<file path="src/rtl/multicycle_controller_if.sv">
// Controller <-> datapath bundle: instruction/flag/memory-ack inputs, datapath controls and status.
// master = the controller, slave = the datapath (or bench) that drives inputs and consumes controls.
interface multicycle_controller_if;
   logic       start;
   logic [7:0] instruction;
   logic       zero;
   logic       mem_ack;

   logic       pc_write;
   logic [1:0] pc_src;
   logic       ir_write;
   logic       reg_write;
   logic       reg_dst;
   logic       alu_src;
   logic [1:0] alu_op;
   logic       mem_req;
   logic       mem_we;
   logic       mem_to_reg;

   logic       busy;
   logic       halted;
   logic       fault;
   logic [2:0] state;
   logic [7:0] instr_count;

   modport master (
      input  start, instruction, zero, mem_ack,
      output pc_write, pc_src, ir_write, reg_write, reg_dst, alu_src, alu_op,
             mem_req, mem_we, mem_to_reg, busy, halted, fault, state, instr_count
   );

   modport slave (
      output start, instruction, zero, mem_ack,
      input  pc_write, pc_src, ir_write, reg_write, reg_dst, alu_src, alu_op,
             mem_req, mem_we, mem_to_reg, busy, halted, fault, state, instr_count
   );
endinterface

</file>
<file path="src/rtl/multicycle_controller.sv">
// Multicycle CPU control FSM: FETCH/DECODE/EXEC/MEM/WB with a MEM-ack timeout into FAULT.
// Instruction latency 2..5+w cycles; MEM holds mem_req until mem_ack or timeout.
module multicycle_controller #(
   parameter int unsigned MEM_TIMEOUT = 15
) (
   input  logic clock,
   input  logic reset,
   multicycle_controller_if.master bus
);
   typedef enum logic [2:0] {
      S_IDLE   = 3'd0,
      S_FETCH  = 3'd1,
      S_DECODE = 3'd2,
      S_EXEC   = 3'd3,
      S_MEM    = 3'd4,
      S_WB     = 3'd5,
      S_HALT   = 3'd6,
      S_FAULT  = 3'd7
   } state_t;

   localparam logic [2:0] OP_R    = 3'b000;
   localparam logic [2:0] OP_ADDI = 3'b001;
   localparam logic [2:0] OP_LW   = 3'b010;
   localparam logic [2:0] OP_SW   = 3'b011;
   localparam logic [2:0] OP_BEQ  = 3'b100;
   localparam logic [2:0] OP_J    = 3'b101;
   localparam logic [2:0] OP_NOP  = 3'b110;
   localparam logic [2:0] OP_HALT = 3'b111;
   localparam logic [7:0] TIMEOUT = 8'(MEM_TIMEOUT);

   state_t     state_q, state_d;
   logic [2:0] opcode_q, opcode_d;
   logic [7:0] wait_q, wait_d;
   logic [7:0] cnt_q, cnt_d;
   logic       retire;

   logic       pcw, irw, rw, rd, as, mr, mw, m2r;
   logic [1:0] pcs, aop;
   logic       unused_instr;

   assign unused_instr = ^bus.instruction[4:0];

   always_ff @(posedge clock) begin
      if (reset) begin
         state_q  <= S_IDLE;
         opcode_q <= 3'b000;
         wait_q   <= 8'd0;
         cnt_q    <= 8'd0;
      end else begin
         state_q  <= state_d;
         opcode_q <= opcode_d;
         wait_q   <= wait_d;
         cnt_q    <= cnt_d;
      end
   end

   always_comb begin
      state_d  = state_q;
      opcode_d = opcode_q;
      wait_d   = 8'd0;
      cnt_d    = cnt_q;
      retire   = 1'b0;
      pcw = 1'b0; pcs = 2'b00; irw = 1'b0; rw = 1'b0; rd = 1'b0;
      as  = 1'b0; aop = 2'b00; mr  = 1'b0; mw = 1'b0; m2r = 1'b0;

      case (state_q)
         S_IDLE: if (bus.start) state_d = S_FETCH;
         S_FETCH: begin
            irw     = 1'b1;
            pcw     = 1'b1;
            state_d = S_DECODE;
         end
         S_DECODE: begin
            opcode_d = bus.instruction[7:5];
            case (bus.instruction[7:5])
               OP_HALT: state_d = S_HALT;
               OP_NOP: begin
                  state_d = S_FETCH;
                  retire  = 1'b1;
               end
               default: state_d = S_EXEC;
            endcase
         end
         S_EXEC: begin
            state_d = S_FETCH;
            case (opcode_q)
               OP_R: begin
                  aop     = 2'b10;
                  state_d = S_WB;
               end
               OP_ADDI: begin
                  as      = 1'b1;
                  state_d = S_WB;
               end
               OP_LW, OP_SW: begin
                  as      = 1'b1;
                  state_d = S_MEM;
               end
               OP_BEQ: begin
                  aop    = 2'b01;
                  retire = 1'b1;
                  if (bus.zero) begin
                     pcw = 1'b1;
                     pcs = 2'b01;
                  end
               end
               OP_J: begin
                  pcw    = 1'b1;
                  pcs    = 2'b10;
                  retire = 1'b1;
               end
               default: ;
            endcase
         end
         S_MEM: begin
            mr = 1'b1;
            mw = (opcode_q == OP_SW);
            if (bus.mem_ack) begin
               if (opcode_q == OP_SW) begin
                  state_d = S_FETCH;
                  retire  = 1'b1;
               end else begin
                  state_d = S_WB;
               end
            end else if (wait_q == TIMEOUT) begin
               state_d = S_FAULT;
            end else begin
               wait_d = wait_q + 8'd1;
            end
         end
         S_WB: begin
            rw      = 1'b1;
            rd      = (opcode_q == OP_R);
            m2r     = (opcode_q == OP_LW);
            retire  = 1'b1;
            state_d = S_FETCH;
         end
         default: ;
      endcase

      if (retire) cnt_d = cnt_q + 8'd1;
   end

   // Reset blanks every control and status flag combinationally, not just from the next edge.
   assign bus.pc_write    = ~reset & pcw;
   assign bus.pc_src      = reset ? 2'b00 : pcs;
   assign bus.ir_write    = ~reset & irw;
   assign bus.reg_write   = ~reset & rw;
   assign bus.reg_dst     = ~reset & rd;
   assign bus.alu_src     = ~reset & as;
   assign bus.alu_op      = reset ? 2'b00 : aop;
   assign bus.mem_req     = ~reset & mr;
   assign bus.mem_we      = ~reset & mw;
   assign bus.mem_to_reg  = ~reset & m2r;
   assign bus.busy        = ~reset & (state_q inside {S_FETCH, S_DECODE, S_EXEC, S_MEM, S_WB});
   assign bus.halted      = ~reset & (state_q == S_HALT);
   assign bus.fault       = ~reset & (state_q == S_FAULT);
   assign bus.state       = state_q;
   assign bus.instr_count = cnt_q;
endmodule

</file>
<file path="src/flat_wrapper.sv">
// flat-port wrapper written by rule: the top's interface ports become plain ports
module multicycle_controller_flat 
#(
   parameter int unsigned MEM_TIMEOUT = 15
)
  (clock, reset, bus_start, bus_instruction, bus_zero, bus_mem_ack, bus_pc_write, bus_pc_src, bus_ir_write, bus_reg_write, bus_reg_dst, bus_alu_src, bus_alu_op, bus_mem_req, bus_mem_we, bus_mem_to_reg, bus_busy, bus_halted, bus_fault, bus_state, bus_instr_count);
  multicycle_controller_if bus_i ();
  input  logic clock;
  input  logic reset;
  input wire logic [$bits(bus_i.start)-1:0] bus_start;
  input wire logic [$bits(bus_i.instruction)-1:0] bus_instruction;
  input wire logic [$bits(bus_i.zero)-1:0] bus_zero;
  input wire logic [$bits(bus_i.mem_ack)-1:0] bus_mem_ack;
  output wire logic [$bits(bus_i.pc_write)-1:0] bus_pc_write;
  output wire logic [$bits(bus_i.pc_src)-1:0] bus_pc_src;
  output wire logic [$bits(bus_i.ir_write)-1:0] bus_ir_write;
  output wire logic [$bits(bus_i.reg_write)-1:0] bus_reg_write;
  output wire logic [$bits(bus_i.reg_dst)-1:0] bus_reg_dst;
  output wire logic [$bits(bus_i.alu_src)-1:0] bus_alu_src;
  output wire logic [$bits(bus_i.alu_op)-1:0] bus_alu_op;
  output wire logic [$bits(bus_i.mem_req)-1:0] bus_mem_req;
  output wire logic [$bits(bus_i.mem_we)-1:0] bus_mem_we;
  output wire logic [$bits(bus_i.mem_to_reg)-1:0] bus_mem_to_reg;
  output wire logic [$bits(bus_i.busy)-1:0] bus_busy;
  output wire logic [$bits(bus_i.halted)-1:0] bus_halted;
  output wire logic [$bits(bus_i.fault)-1:0] bus_fault;
  output wire logic [$bits(bus_i.state)-1:0] bus_state;
  output wire logic [$bits(bus_i.instr_count)-1:0] bus_instr_count;
  assign bus_i.start = bus_start;
  assign bus_i.instruction = bus_instruction;
  assign bus_i.zero = bus_zero;
  assign bus_i.mem_ack = bus_mem_ack;
  assign bus_pc_write = bus_i.pc_write;
  assign bus_pc_src = bus_i.pc_src;
  assign bus_ir_write = bus_i.ir_write;
  assign bus_reg_write = bus_i.reg_write;
  assign bus_reg_dst = bus_i.reg_dst;
  assign bus_alu_src = bus_i.alu_src;
  assign bus_alu_op = bus_i.alu_op;
  assign bus_mem_req = bus_i.mem_req;
  assign bus_mem_we = bus_i.mem_we;
  assign bus_mem_to_reg = bus_i.mem_to_reg;
  assign bus_busy = bus_i.busy;
  assign bus_halted = bus_i.halted;
  assign bus_fault = bus_i.fault;
  assign bus_state = bus_i.state;
  assign bus_instr_count = bus_i.instr_count;
  multicycle_controller #(.MEM_TIMEOUT(MEM_TIMEOUT)) u_core (.clock(clock), .reset(reset), .bus(bus_i));
endmodule
</file>
<file path="config.mk">
export PLATFORM = sky130hd
export DESIGN_NAME = multicycle_controller_flat
export DESIGN_NICKNAME = d
export VERILOG_FILES = /design/src/rtl/multicycle_controller_if.sv /design/src/rtl/multicycle_controller.sv /design/src/flat_wrapper.sv
export SDC_FILE = /design/constraint.sdc
export NUM_CORES = 1
export LEC_CHECK = 0
export ABC_CLOCK_PERIOD_IN_PS = 1800
export CAP_MARGIN = 40
export CORE_MARGIN = 5
export CORE_UTILIZATION = 25
export CTS_CLUSTER_SIZE = 28
export DETAILED_ROUTE_END_ITERATION = 10
export SLEW_MARGIN = 20
export SYNTH_ARGS = -nofsm -noshare
export SYNTH_HDL_FRONTEND = slang
export SYNTH_SLANG_ARGS = --single-unit
</file>
<file path="constraint.sdc">
create_clock -name clock -period 1.8 [get_ports clock]
set_input_delay 0.27 -clock clock [delete_from_list [all_inputs] [get_ports clock]]
set_output_delay 0.27 -clock clock [all_outputs]
set_load 0.01 [all_outputs]
</file>
=== Yosys cells after proc, flatten, opt, wreduce, memory -nomap -nowiden ===
Index checks and enable logic that the tools add are counted.

* Add/sub/neg operators: 2
* Equality and inequality tests: 17
* Mux-type cells: 30
* Bitwise gates (word level): 13
* Reductions and logical operators: 10

{| class="wikitable"
|+ Operators by type and width
! cell !! count
|-
| 3-bit == test (second input constant) || 8
|-
| 3-bit one-hot mux with 6 select lines || 1
|-
| 8-bit by 1-bit adder with 8-bit output (second input constant) || 2
|-
| 1-bit two-way mux || 14
|-
| 3-bit by 2-bit == test with 1-bit output (second input constant) || 4
|-
| 3-bit two-way mux || 4
|-
| 3-bit one-hot mux with 2 select lines || 2
|-
| 1-bit AND || 11
|-
| 8-bit by 4-bit == test with 1-bit output (second input constant) || 1
|-
| 2-bit two-way mux || 4
|-
| 2-bit one-hot mux with 2 select lines || 2
|-
| 3-bit by 1-bit == test with 1-bit output (second input constant) || 2
|-
| 3-bit zero test || 2
|-
| 6-bit nonzero test || 1
|-
| 2-bit OR reduction || 3
|-
| 5-bit nonzero test || 1
|-
| 1-bit one-hot mux with 2 select lines || 2
|-
| 1-bit one-hot mux with 4 select lines || 1
|-
| 4-bit OR reduction || 1
|-
| 3-bit by 2-bit != test with 1-bit output (second input constant) || 1
|-
| 3-bit AND reduction || 1
|-
| 3-bit OR reduction || 1
|-
| 2-bit != test (second input constant) || 1
|-
| 1-bit inverter || 2
|}

* Register bits after elaboration: 22
* Bits of input ports: 13
* Output and inout bits: 26
* Word-level logic and storage cells: 76

=== Depth between registers and ports, before layout ===
* Word-level depth: 5
* Depth in mapped cells: 6
* Gate-level depth less buffers: 5

=== Worst setup path after synthesis ===
OpenSTA, ideal clock, no wires.

* Path type: reg2out
* Start point: register u_core.state_q[2], in the netlist u_core.bus.state[2]
* End point: output bus_pc_write
* Arrival: 1409 ps
* Required time: 1530 ps
* Setup slack: 121 ps
* Cell stages (with the launch flop): 6
* Buffers on the path: 1
* Path through: dfxtp_1 > buf_2 > nand2b_1 > nor2_1 > and4_1 > a311o_1

* Word-level cells in the longest chain between the ends: 3
* Elaborated cells on any way between the ends: 4
* Those cells by class: eq/ne (2); mux (1); bitwise (1)

{| class="wikitable"
|+ RTL lines
! what !! RTL line !! text
|-
| from (decl) || multicycle_controller.sv:31 || <nowiki>state_t state_q, state_d;</nowiki>
|-
| from (signal assigned) || multicycle_controller.sv:50 || <nowiki>state_q <= state_d;</nowiki>
|-
| 3-bit by 2-bit == test with 1-bit output or 3-bit by 1-bit == test with 1-bit output (tied branches) || multicycle_controller.sv:66 || <nowiki>case (state_q)</nowiki>
|-
| 1-bit one-hot mux with 2 select lines * || multicycle_controller.sv:66 ||
|-
| 1-bit AND * || multicycle_controller.sv:145 || <nowiki>assign bus.pc_write = ~reset & pcw;</nowiki>
|-
| to (decl) || flat_wrapper.sv:14 || <nowiki>output wire logic [$bits(bus_i.pc_write)-1:0] bus_pc_write;</nowiki>
|}

Mark *: on every way between the ends. The rest lies on a longest branch, timed or not.

=== Worst setup path after layout ===
* Start point: register u_core.state_q[1], in the netlist u_core.bus.state[1]
* End point: output bus_state[1]

{| class="wikitable"
|+ RTL lines
! what !! RTL line !! text
|-
| to (decl) || flat_wrapper.sv:27 || <nowiki>output wire logic [$bits(bus_i.state)-1:0] bus_state;</nowiki>
|}

No word-level cell between the ends.

==> metrics.csv <==
metric;value;unit
Ports;39;
synthesis-to-layout area growth;47.2;%
largest family of logic cells by synthesized area;simple AND/OR/NAND/NOR gates;
R2R Setup Slk;0.12;ns
Initial DRC Count;84;
global-route usage over all layers;10.0;%
area taken by multi-input logic gates;905;um2
clock buffer depth;2;
crit path launch type;flip-flop;
Crit Path Category;flip-flop to output pin;
Post-CTS Setup Bufs;0;
CTS H-tree depth;1;
Top Usage Layer GRT;met2;
Min-Delay Path Depth;1;
mux contribution to synthesized area;7.31;%
vias in the first global route;1304;
Clock Sinks;22;
number of synthesized flops with an enable pin;0;
via density per instance;4.65;
syn_area_per_cell;8.25;um2
Critical path origin;u_core.bus.state[1];
reg2reg start;u_core.opcode_q[2];
initial core utilization;26.1;%
largest net degree at the start of global routing;22;
Worst Max-Slew Pin Slew;0.355;ns
Critical Path End;bus_state[1];
Chip Width;83.6;um
GP Congestion;0.743;
pwr/cell area;707;nW/um2
clock skew;0.0164;ns
R2R depth;4;
status;finished clean;
Detail Placement HPWL;2560;um
first-pass GRT wire length;5930;um
port bufs;33;
area taken by flip-flops and latches;450;um2
Worst slew margin;76.3;%
worst endpoint required time;1.53;ns
Synth Area in XOR/XNOR;3.89;%
Synth Area in Compound Gates;15.0;%
Max Clk Rate;575;MHz
clock-pin slew on the worst setup and hold paths;0.09;ns
post-route core utilization;38.5;%
Syn Std Cell Area;1350;um2
worst vdd ir;0.000415;V
GR Util met2;16.8;%
ys flop type;dfxtp_1;
grt met1 use;12.5;%
First-pass DRT Iterations;2;
CTS tree;yes;
RSZ-0062 raised after global routing;false;
layout cells sized above 1;23.6;%
Final setup viols;0;
Final Hold Vio Count;0;
DIE AREA;6980;um2
antenna violations before repair;0;
ys async rst share;0;%
Final nets;229;
post-synth net total;180;
row count;26;
sequential share of the synthesized area;32.6;%
cells after synthesis;164;
clock latency at the later pin of the worst-skew pair;0.27;ns
crit-path max FO;10;
P_leak;0.845;nW
post-DR wirelength/cell;12.0;um
HP Class;flip-flop to flip-flop;
M3 GR Usage;2.96;%
max-slew violations;0;
Adder-Cell Fraction of Synth Area;2.78;%
Tcrit/Tclk final;96.6;%
Congestion Overflow GR;0;
Setup TNS Final;0;ns
chip height;83.6;um
ANT nets after route;0;
via count;1311;
Synth cell types;44;
Core Area;5170;um2
number of diodes;0;
Worst EP arrival;1.47;ns
worst r2r dst;u_core.bus.instr_count[6];
max_cap viols;0;
Residual DRC;0;
CTS buffer count;3;
endpoint type of the worst setup path;output pin;
Simple-Gate Fraction of Synth Area;34.2;%
final WL;3400;um
fill count;532;
Yosys reg bits;22;
Root Buffer;clkbuf_8;
Ys Warns;0;
min Tclk post-route;1.74;ns
-- final cells by class --
cell class,instances,share of cell area [%]
inverters,4,0.754
well taps,70,4.40
clock buffers,3,2.07
multi-input cells,129,45.4
clock inverters,1,1.51
flip-flops and latches,22,22.6
repair buffers,53,23.2
-- sequential cells by signal, indices dropped and copies added, names as in the netlist --
register and cells:
u_core.wait_q 8, u_core.bus.instr_count 8, u_core.opcode_q 3, u_core.bus.state 3
-- cell families (layout without fill, tap and decap cells) --
logic type / count (synthesis) / in the layout
XOR/XNOR: 6 / 6
AO/OA/AOI/OAI: 27 / 27
AND/OR/NAND/NOR: 84 / 84
adder cells (fa/ha/maj): 3 / 3
flip-flops: 22 / 22
buffers and inverters: 13 / 61
multiplexers: 9 / 9
-- cells in the mapped netlist, drive strengths merged (3+ instances only) --
cell | instances | area, um2
xnor2 | 3 | 26.3
a21oi | 11 | 55.1
dfxtp | 22 | 440
and3 | 3 | 18.8
ha | 3 | 37.5
nor2 | 25 | 93.8
nor3 | 7 | 35.0
nor2b | 10 | 62.6
o21ai | 6 | 33.8
nand2 | 8 | 30.0
inv | 4 | 15.0
xor2 | 3 | 26.3
clkbuf | 3 | 11.3
nand2b | 8 | 52.6
mux2 | 7 | 78.8
nand3 | 4 | 25.0
nand4 | 7 | 43.8
buf | 6 | 31.3
-- per-layer routing --
| metal | routed length, um | share of wire (%) | vias up |
|---|---|---|---|
| met5 | 0 | 0 | - |
| met2 | 1560 | 46 | 27 |
| met4 | 32 | 0.94 | 0 |
| met3 | 155 | 4.6 | 4 |
| li1 | - | - | 678 |
| met1 | 1640 | 48 | 602 |
-- where the power goes --
group	total (mW)	switching [mW]	internal [mW]
sequential	0.548	0.0365	0.512
combinational	0.388	0.193	0.195
clock	0.472	0.174	0.297
total	1.41	0.404	1.00
-- worst min path at each step --
stage / slack (ns) / startpoint / end
finish: 0.44 / u_core.wait_q[0] / u_core.wait_q[0]
global route: 0.49 / u_core.wait_q[0] / u_core.wait_q[0]
floorplan: 0.41 / bus_instruction[5] / u_core.opcode_q[0]
global placement: 0.43 / u_core.wait_q[0] / u_core.wait_q[0]
CTS: 0.44 / u_core.wait_q[0] / u_core.wait_q[0]
detailed placement: 0.43 / u_core.wait_q[0] / u_core.wait_q[0]
-- cell usage in the layout (no fill, tap or decap), types with 2 or more instances in the layout --
| master | count |
|---|---|
| mux2_1 | 7 |
| clkbuf_8 | 3 |
| o21ai_1 | 5 |
| and3_1 | 3 |
| buf_4 | 18 |
| nand4_1 | 7 |
| buf_6 | 2 |
| mux2i_1 | 2 |
| dlygate4sd2_1 | 11 |
| nand2b_1 | 5 |
| nor2_1 | 24 |
| xor2_1 | 3 |
| clkdlybuf4s50_1 | 17 |
| ha_1 | 3 |
| or2_1 | 2 |
| nor3_1 | 6 |
| inv_1 | 4 |
| nand3_1 | 3 |
| nor2b_1 | 9 |
| a21oi_1 | 10 |
| nand2b_4 | 2 |
| nand2_1 | 8 |
| clkbuf_2 | 2 |
| dfxtp_2 | 2 |
| xnor2_1 | 3 |
| dfxtp_4 | 2 |
| dfxtp_1 | 18 |
-- worst max-delay path, stage by stage, from the launching register on --
cell and delay [ns]:
dfxtp_4 0.39, buf_6 0.14, buf_4 0.13, clkdlybuf4s50_1 0.53
-- what timing repair did --
action	in CTS	in global routing
endpoints found under the setup margin	18	18
gates resized for setup	25	17
hold buffers	0	0
-- through the flow --
stage	worst slack (ns)	instances	total power, mW	instance area (um2)	hold WS [ns]
floorplan	0.121	164	0.745	1350	0.406
global placement	-0.363	278	0.921	1880	0.429
detailed placement	-0.412	278	0.922	1880	0.433
CTS	0.00164	282	1.41	1960	0.444
global route	0.0156	282	1.48	1990	0.491
finish	0.0606	282	1.41	1990	0.441
Power figures use the tool's default switching activity.
